## config.mk

```make
export PLATFORM = sky130hd
export DESIGN_NAME = adc_spi_capture
export DESIGN_NICKNAME = d
export VERILOG_FILES = /design/src/rtl/adc_spi_capture.sv
export SDC_FILE = /design/constraint.sdc
export NUM_CORES = 1
export LEC_CHECK = 0
export CAP_MARGIN = 20
export CORE_UTILIZATION = 60
export CTS_CLUSTER_DIAMETER = 150
export DETAILED_ROUTE_END_ITERATION = 10
export PLACE_DENSITY = 0.81
export REMOVE_ABC_BUFFERS = 1
export SYNTH_ARGS = -nofsm -noshare
export SYNTH_HDL_FRONTEND = slang
export SYNTH_SLANG_ARGS = --single-unit
```

## constraint.sdc

```tcl
create_clock -name clk -period 5 [get_ports clk]
set_clock_uncertainty 0.05 [all_clocks]
set_input_delay 1 -clock clk [delete_from_list [all_inputs] [get_ports clk]]
set_output_delay 1 -clock clk [all_outputs]
set_load 0.02 [all_outputs]
```

## src/rtl/adc_spi_capture.sv

```systemverilog
// adc_spi_capture: SPI mode-0 ADC front-end. Frames a 16-bit MSB-first
// conversion under adc_cs_n, optionally averages 2^AVG_LOG2 frames, and
// presents the result on adc_data with a one-cycle adc_ready pulse.
module adc_spi_capture #(
    parameter int CLK_DIV   = 4,
    parameter int CONV_WAIT = 3,
    parameter int AVG_LOG2  = 0,
    parameter int CS_GAP    = 2
) (
    input  logic        clk,
    input  logic        rst_n,
    input  logic        start,
    input  logic        cont_en,
    input  logic        clr_ovr,
    input  logic        adc_sdo,
    output logic        adc_cs_n,
    output logic        adc_sclk,
    output logic [15:0] adc_data,
    output logic        adc_ready,
    output logic        busy,
    output logic        overrun,
    output logic [31:0] sample_count
);

    localparam logic [2:0] S_IDLE  = 3'd0;
    localparam logic [2:0] S_CONV  = 3'd1;
    localparam logic [2:0] S_SHIFT = 3'd2;
    localparam logic [2:0] S_ACCUM = 3'd3;
    localparam logic [2:0] S_GAP   = 3'd4;
    localparam logic [2:0] S_OUT   = 3'd5;

    localparam logic [4:0]  N_FRAMES  = 5'(1 << AVG_LOG2);
    localparam logic [31:0] DIV_LAST  = 32'(CLK_DIV - 1);
    localparam logic [31:0] CONV_LAST = 32'(CONV_WAIT - 1);
    localparam logic [31:0] GAP_LAST  = 32'(CS_GAP - 1);
    localparam logic [31:0] GAP_SAT   = 32'(CS_GAP);

    logic [2:0]  state_q, state_d;
    logic [31:0] cnt_q, cnt_d;
    logic [31:0] hi_cnt_q, hi_cnt_d;
    logic [4:0]  bit_cnt_q, bit_cnt_d;
    logic [15:0] shift_q, shift_d;
    logic [19:0] acc_q, acc_d;
    logic [4:0]  frame_cnt_q, frame_cnt_d;
    logic        cs_n_q, cs_n_d;
    logic        sclk_q, sclk_d;
    logic [15:0] data_q, data_d;
    logic        ready_q, ready_d;
    logic        ovr_q, ovr_d;
    logic [31:0] count_q, count_d;
    logic [19:0] acc_sum;
    logic        gap_ok;

    // Next-state and datapath logic for the capture sequencer
    always_comb begin
        state_d     = state_q;
        cnt_d       = cnt_q;
        bit_cnt_d   = bit_cnt_q;
        shift_d     = shift_q;
        acc_d       = acc_q;
        frame_cnt_d = frame_cnt_q;
        cs_n_d      = cs_n_q;
        sclk_d      = sclk_q;
        data_d      = data_q;
        ready_d     = 1'b0;
        count_d     = count_q;
        acc_sum     = acc_q + {4'b0000, shift_q};

        // hi_cnt counts completed cs_n-high cycles, so a falling edge is
        // legal once the current cycle brings the total up to CS_GAP.
        hi_cnt_d = cs_n_q ? ((hi_cnt_q >= GAP_SAT) ? hi_cnt_q : hi_cnt_q + 32'd1) : '0;
        gap_ok   = (hi_cnt_q >= GAP_LAST);

        if (start && (state_q != S_IDLE)) begin
            ovr_d = 1'b1;
        end else if (clr_ovr) begin
            ovr_d = 1'b0;
        end else begin
            ovr_d = ovr_q;
        end

        case (state_q)
            S_IDLE: begin
                if (start || cont_en) begin
                    if (gap_ok) begin
                        state_d = S_CONV;
                        cs_n_d  = 1'b0;
                        cnt_d   = '0;
                    end else begin
                        state_d = S_GAP;
                    end
                end
            end
            S_GAP: begin
                if (gap_ok) begin
                    state_d = S_CONV;
                    cs_n_d  = 1'b0;
                    cnt_d   = '0;
                end
            end
            S_CONV: begin
                if (cnt_q == CONV_LAST) begin
                    state_d   = S_SHIFT;
                    sclk_d    = 1'b1;
                    shift_d   = {shift_q[14:0], adc_sdo};
                    bit_cnt_d = 5'd1;
                    cnt_d     = '0;
                end else begin
                    cnt_d = cnt_q + 32'd1;
                end
            end
            S_SHIFT: begin
                if (cnt_q == DIV_LAST) begin
                    cnt_d = '0;
                    if (sclk_q) begin
                        sclk_d = 1'b0;
                    end else if (bit_cnt_q == 5'd16) begin
                        state_d = S_ACCUM;
                        cs_n_d  = 1'b1;
                    end else begin
                        sclk_d    = 1'b1;
                        shift_d   = {shift_q[14:0], adc_sdo};
                        bit_cnt_d = bit_cnt_q + 5'd1;
                    end
                end else begin
                    cnt_d = cnt_q + 32'd1;
                end
            end
            S_ACCUM: begin
                // The result is latched here so adc_data is already valid
                // during the OUT cycle that carries adc_ready.
                acc_d       = acc_sum;
                frame_cnt_d = frame_cnt_q + 5'd1;
                bit_cnt_d   = '0;
                if (5'(frame_cnt_q + 5'd1) == N_FRAMES) begin
                    state_d = S_OUT;
                    data_d  = 16'(acc_sum >> AVG_LOG2);
                    ready_d = 1'b1;
                    count_d = count_q + 32'd1;
                end else begin
                    state_d = S_GAP;
                end
            end
            S_OUT: begin
                acc_d       = '0;
                frame_cnt_d = '0;
                state_d     = cont_en ? S_GAP : S_IDLE;
            end
            default: begin
                state_d = S_IDLE;
                cs_n_d  = 1'b1;
                sclk_d  = 1'b0;
            end
        endcase
    end

    // State registers with asynchronous active-low reset
    always_ff @(posedge clk or negedge rst_n) begin
        if (!rst_n) begin
            state_q     <= S_IDLE;
            cnt_q       <= '0;
            hi_cnt_q    <= GAP_SAT;
            bit_cnt_q   <= '0;
            shift_q     <= '0;
            acc_q       <= '0;
            frame_cnt_q <= '0;
            cs_n_q      <= 1'b1;
            sclk_q      <= 1'b0;
            data_q      <= '0;
            ready_q     <= 1'b0;
            ovr_q       <= 1'b0;
            count_q     <= '0;
        end else begin
            state_q     <= state_d;
            cnt_q       <= cnt_d;
            hi_cnt_q    <= hi_cnt_d;
            bit_cnt_q   <= bit_cnt_d;
            shift_q     <= shift_d;
            acc_q       <= acc_d;
            frame_cnt_q <= frame_cnt_d;
            cs_n_q      <= cs_n_d;
            sclk_q      <= sclk_d;
            data_q      <= data_d;
            ready_q     <= ready_d;
            ovr_q       <= ovr_d;
            count_q     <= count_d;
        end
    end

    assign adc_cs_n     = cs_n_q;
    assign adc_sclk     = sclk_q;
    assign adc_data     = data_q;
    assign adc_ready    = ready_q;
    assign busy         = (state_q != S_IDLE);
    assign overrun      = ovr_q;
    assign sample_count = count_q;

endmodule
```

== Word level (Yosys, flattened, before mapping) ==
Cells that the tools add are included.
Widths: inputs -> output; s select.
Storage, ports and cells
  flip-flop bits (word level): 165
  bits of input ports: 6
  output and inout port bits: 53
  logic and storage cells: 102
Operators by class
  $add $sub $neg: 6
  $lt $le $gt $ge: 2
  equal/unequal tests: 17
  multiplexer cells: 44
  bitwise operators: 2
  reductions and logical operators: 18
Operators with widths (number)
  $mux 32: 6
  $pmux 32 s4: 1
  $add 32x1->32 const B: 3
  $eq 32x2->1 const B: 2
  $mux 16: 4
  $pmux 20 s2: 1
  $ge 32x1->1 const B: 1
  $ge 32x2->1 const B: 1
  $pmux 16 s2: 1
  $mux 3: 8
  $add 20x16->20: 1
  $mux 5: 4
  $pmux 3 s6: 1
  $ne 2x2->1 const B: 8
  $pmux 5 s3: 1
  $reduce_and 5->1: 3
  $mux 1: 14
  $add 5x1->5 const B: 2
  $pmux 5 s2: 1
  $eq 3x2->1 const B: 2
  $eq 3x3->1 const B: 2
  $reduce_and 6->1: 1
  $reduce_bool 2->1: 3
  $reduce_bool 3->1: 2
  other kinds (14): 16

== Longest topological paths before layout ==
Gate-level depths: netlist of the first run.
  depth in word-level cells: 5
  gate-level depth with buffers: 11
  mapped depth without buffers: 9

== Worst setup path before layout of the first run ==
OpenSTA, ideal clock, no wires.
  kind: register -> register
  start: register shift_q[0]
  end: register data_q[14] (netlist: adc_data[14])
  arrival: 2758 ps
  required time: 4825 ps
  setup slack: 2067 ps
  stages on the path, launching flop included: 10
  buffers on the path: 0
  period minus slack after synthesis: 2933 ps
  cell sequence: dfrtp_1 ha_1 fa_1 a21o_1 a21o_1 a2111oi_0 o41ai_1 a221oi_1 xnor2_1 mux2_2
Between the ends
  longest elaborated chain between the ends: 1
RTL lines
  from (decl): line 42  | logic [15:0] shift_q, shift_d;
  from (signal assigned): line 178  | shift_q <= shift_d;
  $add 20x16->20: line 67  | acc_sum = acc_q + {4'b0000, shift_q};
  to (signal assigned): line 183  | data_q <= data_d;
  to (decl): line 47  | logic [15:0] data_q, data_d;
No other way between the ends.
A chain may end at the register's enable or synchronous reset.

== Worst setup path after layout of the first run ==
  start: register state_q[1]
  end: register count_q[21] (netlist: sample_count[21])
Between the ends
  longest elaborated chain between the ends: 2
RTL lines
  from (decl): line 38  | logic [2:0] state_q, state_d;
  from (signal assigned): line 174  | state_q <= state_d;
  $eq 3x2->1: line 82  | case (state_q)
  $reduce_and 2->1 (no source line)
  to (signal assigned): line 186  | count_q <= count_d;
  to (decl): line 50  | logic [31:0] count_q, count_d;
No other way between the ends.

==> results of run 1 <==
==> where the power goes <==
part	leakage, nW	switching [W]	internal [W]	total [W]
sequential	2.19	0.000244	0.00151	0.00175
combinational	1.94	0.00105	0.000724	0.00178
clock	0.271	0.000497	0.000751	0.00125
total	4.40	0.00179	0.00298	0.00478
==> Yosys cell counts, drive strengths merged (4+ instances only) <==
library cell and n:
a211o 4, a21o 9, a21oi 35, a22o 15, a22oi 6, a31oi 11
and2 37, and3 16, and4 8, buf 11, clkbuf 27, dfrtp 159
ha 26, inv 20, mux2 20, mux2i 20, nand2 109, nand2b 5
nand3 42, nand4 20, nor2 46, nor2b 4, nor3 22, nor4 22
o21ai 28, or3 9, xnor2 27, xor2 22
==> through the flow <==
step,utilization,worst slack [ps]
finish,0.711,930
global route,0.711,645
CTS,0.711,996
detailed placement,0.668,1050
global placement,0.668,1200
floorplan,-,1580
==> flip-flops by register name (all words and copies together), names as in the netlist <==
register	flops
overrun	1
cnt_q	32
adc_cs_n	1
frame_cnt_q	5
adc_ready	1
hi_cnt_q	32
bit_cnt_q	5
shift_q	16
sample_count	32
adc_data	16
acc_q	16
state_q	3
adc_sclk	1
==> layout make-up <==
class	instances	share of cell area
repair buffers	65	0.0671
clock inverters	4	0.00530
clock buffers	28	0.0547
flip-flops and latches	161	0.427
inverters	20	0.00794
well taps	176	0.0233
multi-input cells	605	0.415
==> routing by layer <==
layer	track usage	vias up	wire, um
met5	0	-	0
met4	0.0926	0	284
met3	0.0584	27	795
met2	0.432	194	8740
met1	0.357	3235	8140
li1	-	3033	-
==> critical path: stages (launching register included) <==
cell and delay [ps]:
dfrtp_1 750, and3b_1 700, and3_1 260, nand3_1 70, buf_4 230, inv_1 590
and3_1 300, nand3_1 310, nor4_1 530, xor2_1 120
==> cells in the final DEF (no fill, tap or decap), types with 5 or more instances in the layout <==
| cell | Yosys | final |
|---|---|---|
| nand3_1 | 42 | 42 |
| and4_1 | 8 | 8 |
| mux2_2 | 20 | 20 |
| inv_1 | 20 | 20 |
| and2_1 | 37 | 37 |
| nand2_1 | 109 | 109 |
| ha_1 | 26 | 26 |
| clkbuf_1 | 27 | 6 |
| nand2b_1 | 5 | 5 |
| and3_1 | 16 | 16 |
| a21oi_1 | 35 | 35 |
| clkbuf_16 | 0 | 17 |
| nor2_1 | 46 | 46 |
| mux2i_1 | 20 | 20 |
| a21o_1 | 9 | 9 |
| a22o_1 | 15 | 15 |
| clkdlybuf4s50_1 | 0 | 57 |
| xor2_1 | 22 | 22 |
| nand4_1 | 20 | 20 |
| nor3_1 | 21 | 21 |
| dfrtp_1 | 159 | 159 |
| or3_1 | 9 | 9 |
| clkbuf_8 | 0 | 5 |
| buf_4 | 0 | 7 |
| xnor2_1 | 27 | 27 |
| a22oi_1 | 6 | 6 |
| nor4_1 | 20 | 20 |
| a31oi_1 | 11 | 11 |
| o21ai_0 | 27 | 27 |
==> how the worst max path moves through the flow <==
stage | end | cells past startpoint | slack [ps] | start
2_1_floorplan | sample_count[12]$_DFFE_PN0P_ | 8 | 1580 | state_q[1]$_DFFE_PN0P_
3_3_place_gp | sample_count[12]$_DFFE_PN0P_ | 9 | 1200 | state_q[1]$_DFFE_PN0P_
3_5_place_dp | sample_count[12]$_DFFE_PN0P_ | 9 | 1050 | state_q[1]$_DFFE_PN0P_
4_1_cts | sample_count[21]$_DFFE_PN0P_ | 9 | 1000 | state_q[1]$_DFFE_PN0P_
5_1_grt | sample_count[21]$_DFFE_PN0P_ | 9 | 650 | state_q[1]$_DFFE_PN0P_
6_report | sample_count[21]$_DFFE_PN0P_ | 9 | 930 | state_q[1]$_DFFE_PN0P_
==> cells by family after synthesis <==
kind of cell / synth area share
xor+xnor: 0.0524
buf+inv: 0.0286
fa+ha+maj: 0.0422
compound gates: 0.112
mux: 0.0520
flops: 0.492
simple gates: 0.221
==> flow_summary.yaml, run 1 <==
outcome:
  status: "completed"
final_layout:
  seqCellArea_um2: 4030
  final_net_count: 903
  n_antenna_cell: 0
  areaGrowthSynthToFinish_pct: 15.4
  design_area_um2: 9450
  multi_input_area_um2: 3920
  drive_above_1_share: 0.0736
  nFillCells: 939
  final_cells: 1059
routing:
  first_iter_violations: 509
  dr.pass1.iters: 5
  drc: 0
  num_vias: 6489
  drt-total-wl_um: 18000
  drtAntennaViolNets: 0
  vias_per_cell: 6.13
  wl_per_cell_um: 17.0
global_routing:
  grt_first_pass_wirelength_um: 30300
  gr-total-overflow: 0
  antenna_found_initial: 0
  grt_pass1_vias: 6408
  grt_max_degree: 81
  grt_use_total: 0.267
cts:
  clk_pin_slew_ps: 60
  post_cts_resized: 0
  clock_latency_ps: 430
  cts_max_path_buffers: 2
  cts_hold_buf: 0
  numCtsBuffers: 17
  cts.sinks: 161
  cts_tree: "built"
  htreeDepth: 4
  root_buffer: "clkbuf_16"
  post_cts_buffers: 0
sta:
  final-setup-viol-count: 0
  worst_pin_slew_ps: 1090
  fmax_mhz: 246
  fin_crit_sh: 0.814
  rsz0062_at_grt: "no"
  hold-worst-slack_ps: 415
  tns_ps: 0
  relSlewSlack: 0.271
  maxSlewViolCount: 0
  period_minus_slack_ps: 4070
  hold_viol: 0
placed_design:
  dp.cells: 1027
  hpwl_um: 11800
  gp_congestion: 0.871
  postPlaceCellArea_um2: 8880
  io_buffers: 58
die:
  die_y_um: 119
  die_w_um: 119
  ios: 59
  coreArea_um2: 13300
  dieArea_um2: 14100
  start_util: 0.616
  rows: 42
synth:
  synthCells: 824
  synth_largest_area_cell: "dfrtp_1"
  yosysUniqueCellTypes: 65
  synth.avg_cell_area_um2: 9.94
  synth_top_area_share: 0.486
  ys.flop_type: "dfrtp_1"
  yosys-top-cells-area: "dfrtp_1 49%, nand2_1 5.0%, ha_1 4.0%"
  yosys_warnings: 0
  ys_async_sr_fraction: 1.00
  ys_seq_area_frac: 0.492
  ys_ff_latch: 161
  syn_area_um2: 8190
  synth_edf_count: 0
worst_setup_path:
  rr_worst_depth: 9
  r2r_slack_ps: 930
  r2r-end: "sample_count[21]$_DFFE_PN0P_"
  required_ps: 5230
  cp-start-kind: "flop"
  criticalPathCategory: "flop to flop"
  worstReg2RegStart: "state_q[1]$_DFFE_PN0P_"
  end_kind: "flop"
  cp_max_fo: 24
  worstPathArrival_ps: 4300
worst_hold_path:
  hold_depth: 1
  hold_end: "sample_count[31]$_DFFE_PN0P_"
  holdCritPathClass: "flop to flop"
  hp-start: "sample_count[31]$_DFFE_PN0P_"
power:
  cellLeakagePower_nw: 4.40
  powerDensity_nw_per_um2: 505
  power_w: 0.00478
  peakVddDrop_mv: 0.359
job:
  drv_cap: 0
(Power assumes the default switching activity.)
==> run 2: changes to the inputs <==
Settings changed: CORE_UTILIZATION 60 to 59, PLACE_DENSITY 0.81 to 0.8.
Clock period 5 ns to 3.8 ns, I/O delays scaled along.
==> run 2 against run 1 <==
Final area rose by 1.2%; cell count rose by 0.66%; via count rose by 0.43%; sequential power rose by 30%; register-to-register slack got worse by 410 ps; global-route usage rose by 0.55 points; largest cell class unchanged.
==> flow_summary.yaml, run 2 (same netlist as run 1, synthesis figures left out) <==
job:
  drv_cap: 0
routing:
  dr.pass1.iters: 6
  drtAntennaViolNets: 0
  first_iter_violations: 502
  vias_per_cell: 6.11
  wl_per_cell_um: 16.9
  num_vias: 6517
  drt-total-wl_um: 18000
  drc: 0
power:
  peakVddDrop_mv: 0.414
  powerDensity_nw_per_um2: 681
  cellLeakagePower_nw: 4.47
  p_int_w: 0.00412
  power_w: 0.00652
  pwr-share-seq: 0.348
  comb_power_share: 0.373
  pwr-share-clk: 0.279
  swShare: 0.369
  switchingPower_w: 0.00240
global_routing:
  gr-total-overflow: 0
  grt_use_total: 0.273
  antenna_found_initial: 0
  grt_pass1_vias: 6421
  grt_max_degree: 84
  grt_first_pass_wirelength_um: 31000
worst_setup_path:
  criticalPathCategory: "flop to flop"
  required_ps: 4070
  cp_max_fo: 3
  worstPathArrival_ps: 3550
  cp-start-kind: "flop"
  end_kind: "flop"
final_layout:
  nFillCells: 943
  final_util: 0.714
  final_common_cell: "dfrtp_1"
  areaGrowthSynthToFinish_pct: 16.9
  n_antenna_cell: 0
  final_net_count: 910
  drive_above_1_share: 0.0854
  most-common-layout-cells: "159 x dfrtp_1, 109 x nand2_1, 57 x clkdlybuf4s50_1"
cts:
  numCtsBuffers: 17
  cts.sinks: 161
  root_buffer: "clkbuf_16"
  clk_pin_slew_ps: 60
  post_cts_buffers: 0
  cts_max_path_buffers: 2
  htreeDepth: 4
  cts_hold_buf: 0
  post_cts_resized: 0
  clock_latency_ps: 430
  cts_tree: "built"
worst_hold_path:
  holdCritPathClass: "primary input to asynchronous set/reset pin"
sta:
  final-setup-viol-count: 0
  period_minus_slack_ps: 3280
  hold_viol: 0
  fmax_mhz: 305
  fin_crit_sh: 0.864
  maxSlewViolCount: 0
  rsz0062_at_grt: "no"
  worst_pin_slew_ps: 849
  relSlewSlack: 0.429
  tns_ps: 0
  setup_ws_ps: 518
die:
  die_y_um: 120
  dieArea_um2: 14400
  ios: 59
  start_util: 0.611
  coreArea_um2: 13400
  rows: 42
  die_w_um: 120
outcome:
  status: "completed"
placed_design:
  dpl_worst_slack_ps: 584
  hpwl_um: 11900
  gp_congestion: 0.886
  io_buffers: 58
==> run 2: cell count changes in the layout (fill, tap and decap cells not counted) <==
| cell | delta |
|---|---|
| clkbuf_1 | -4 |
| clkinvlp_4 | +1 |
| buf_4 | +7 |
| clkbuf_8 | -2 |
| bufinv_16 | +3 |
| clkinv_2 | +2 |
==> run 2: routing by layer <==
layer  vias to the layer above  GRT usage  wire length, um
li1                       3047          -                -
met1                      3254      0.363             8030
met2                       187      0.445             8870
met3                        29     0.0513              781
met4                         0      0.100              286
met5                         -          0                0
==> run 2: critical path, cell delays in order, from the launching register on <==
cell and delay, ps:
dfrtp_1 390, ha_1 250, fa_1 430, a21o_1 190, a21o_1 210, a2111oi_0 590
o41ai_1 260, a221oi_1 390, xnor2_1 130, mux2_2 270
==> run 2: final cells by class <==
cell class              instances  area, um2  share of cell area
clock inverters                10        158              0.0165
inverters                      20       75.1             0.00785
well taps                     176        220              0.0230
multi-input cells             605       3920               0.410
flip-flops and latches        161       4030               0.421
repair buffers                 72        687              0.0718
clock buffers                  22        474              0.0496
==> run 2: final timing paths <==
| check | from | endpoint | slack [ps] | cells past startpoint |
|---|---|---|---|---|
| worst max-delay path | shift_q[0]$_DFFE_PN0P_ | adc_data[14]$_DFFE_PN0P_ | 520 | 9 |
| worst min-delay path | rst_n | adc_data[3]$_DFFE_PN0P_ | 310 | 1 |
| worst max register to register | shift_q[0]$_DFFE_PN0P_ | adc_data[14]$_DFFE_PN0P_ | 520 | 9 |
| worst min register to register | sample_count[31]$_DFFE_PN0P_ | sample_count[31]$_DFFE_PN0P_ | 410 | 1 |
| max in group asynchronous | rst_n | adc_cs_n$_DFFE_PN1P_ | 2440 | 2 |
| min in group clk | sample_count[31]$_DFFE_PN0P_ | sample_count[31]$_DFFE_PN0P_ | 410 | 1 |
==> run 2: power by group through the flow <==
stage	clock, W	sequential, W	combinational (W)
floorplan	0	0.00234	0.00154
global placement	0	0.00226	0.00229
detailed placement	0	0.00229	0.00239
CTS	0.00185	0.00226	0.00242
global route	0.00192	0.00231	0.00266
finish	0.00182	0.00227	0.00243
==> run 2: per-stage QoR <==
stage,instance area (um2),std cells,hold WS [ps]
global placement,8940,1034,403
CTS,9570,1066,351
floorplan,8030,786,404
finish,9570,1066,308
global route,9570,1066,379
detailed placement,8940,1034,406
==> run 3: changes to the inputs <==
Settings changed: SLEW_MARGIN set to 10.
==> results of run 3 <==
Final layout, timing and power as in run 2 (identical DEF).
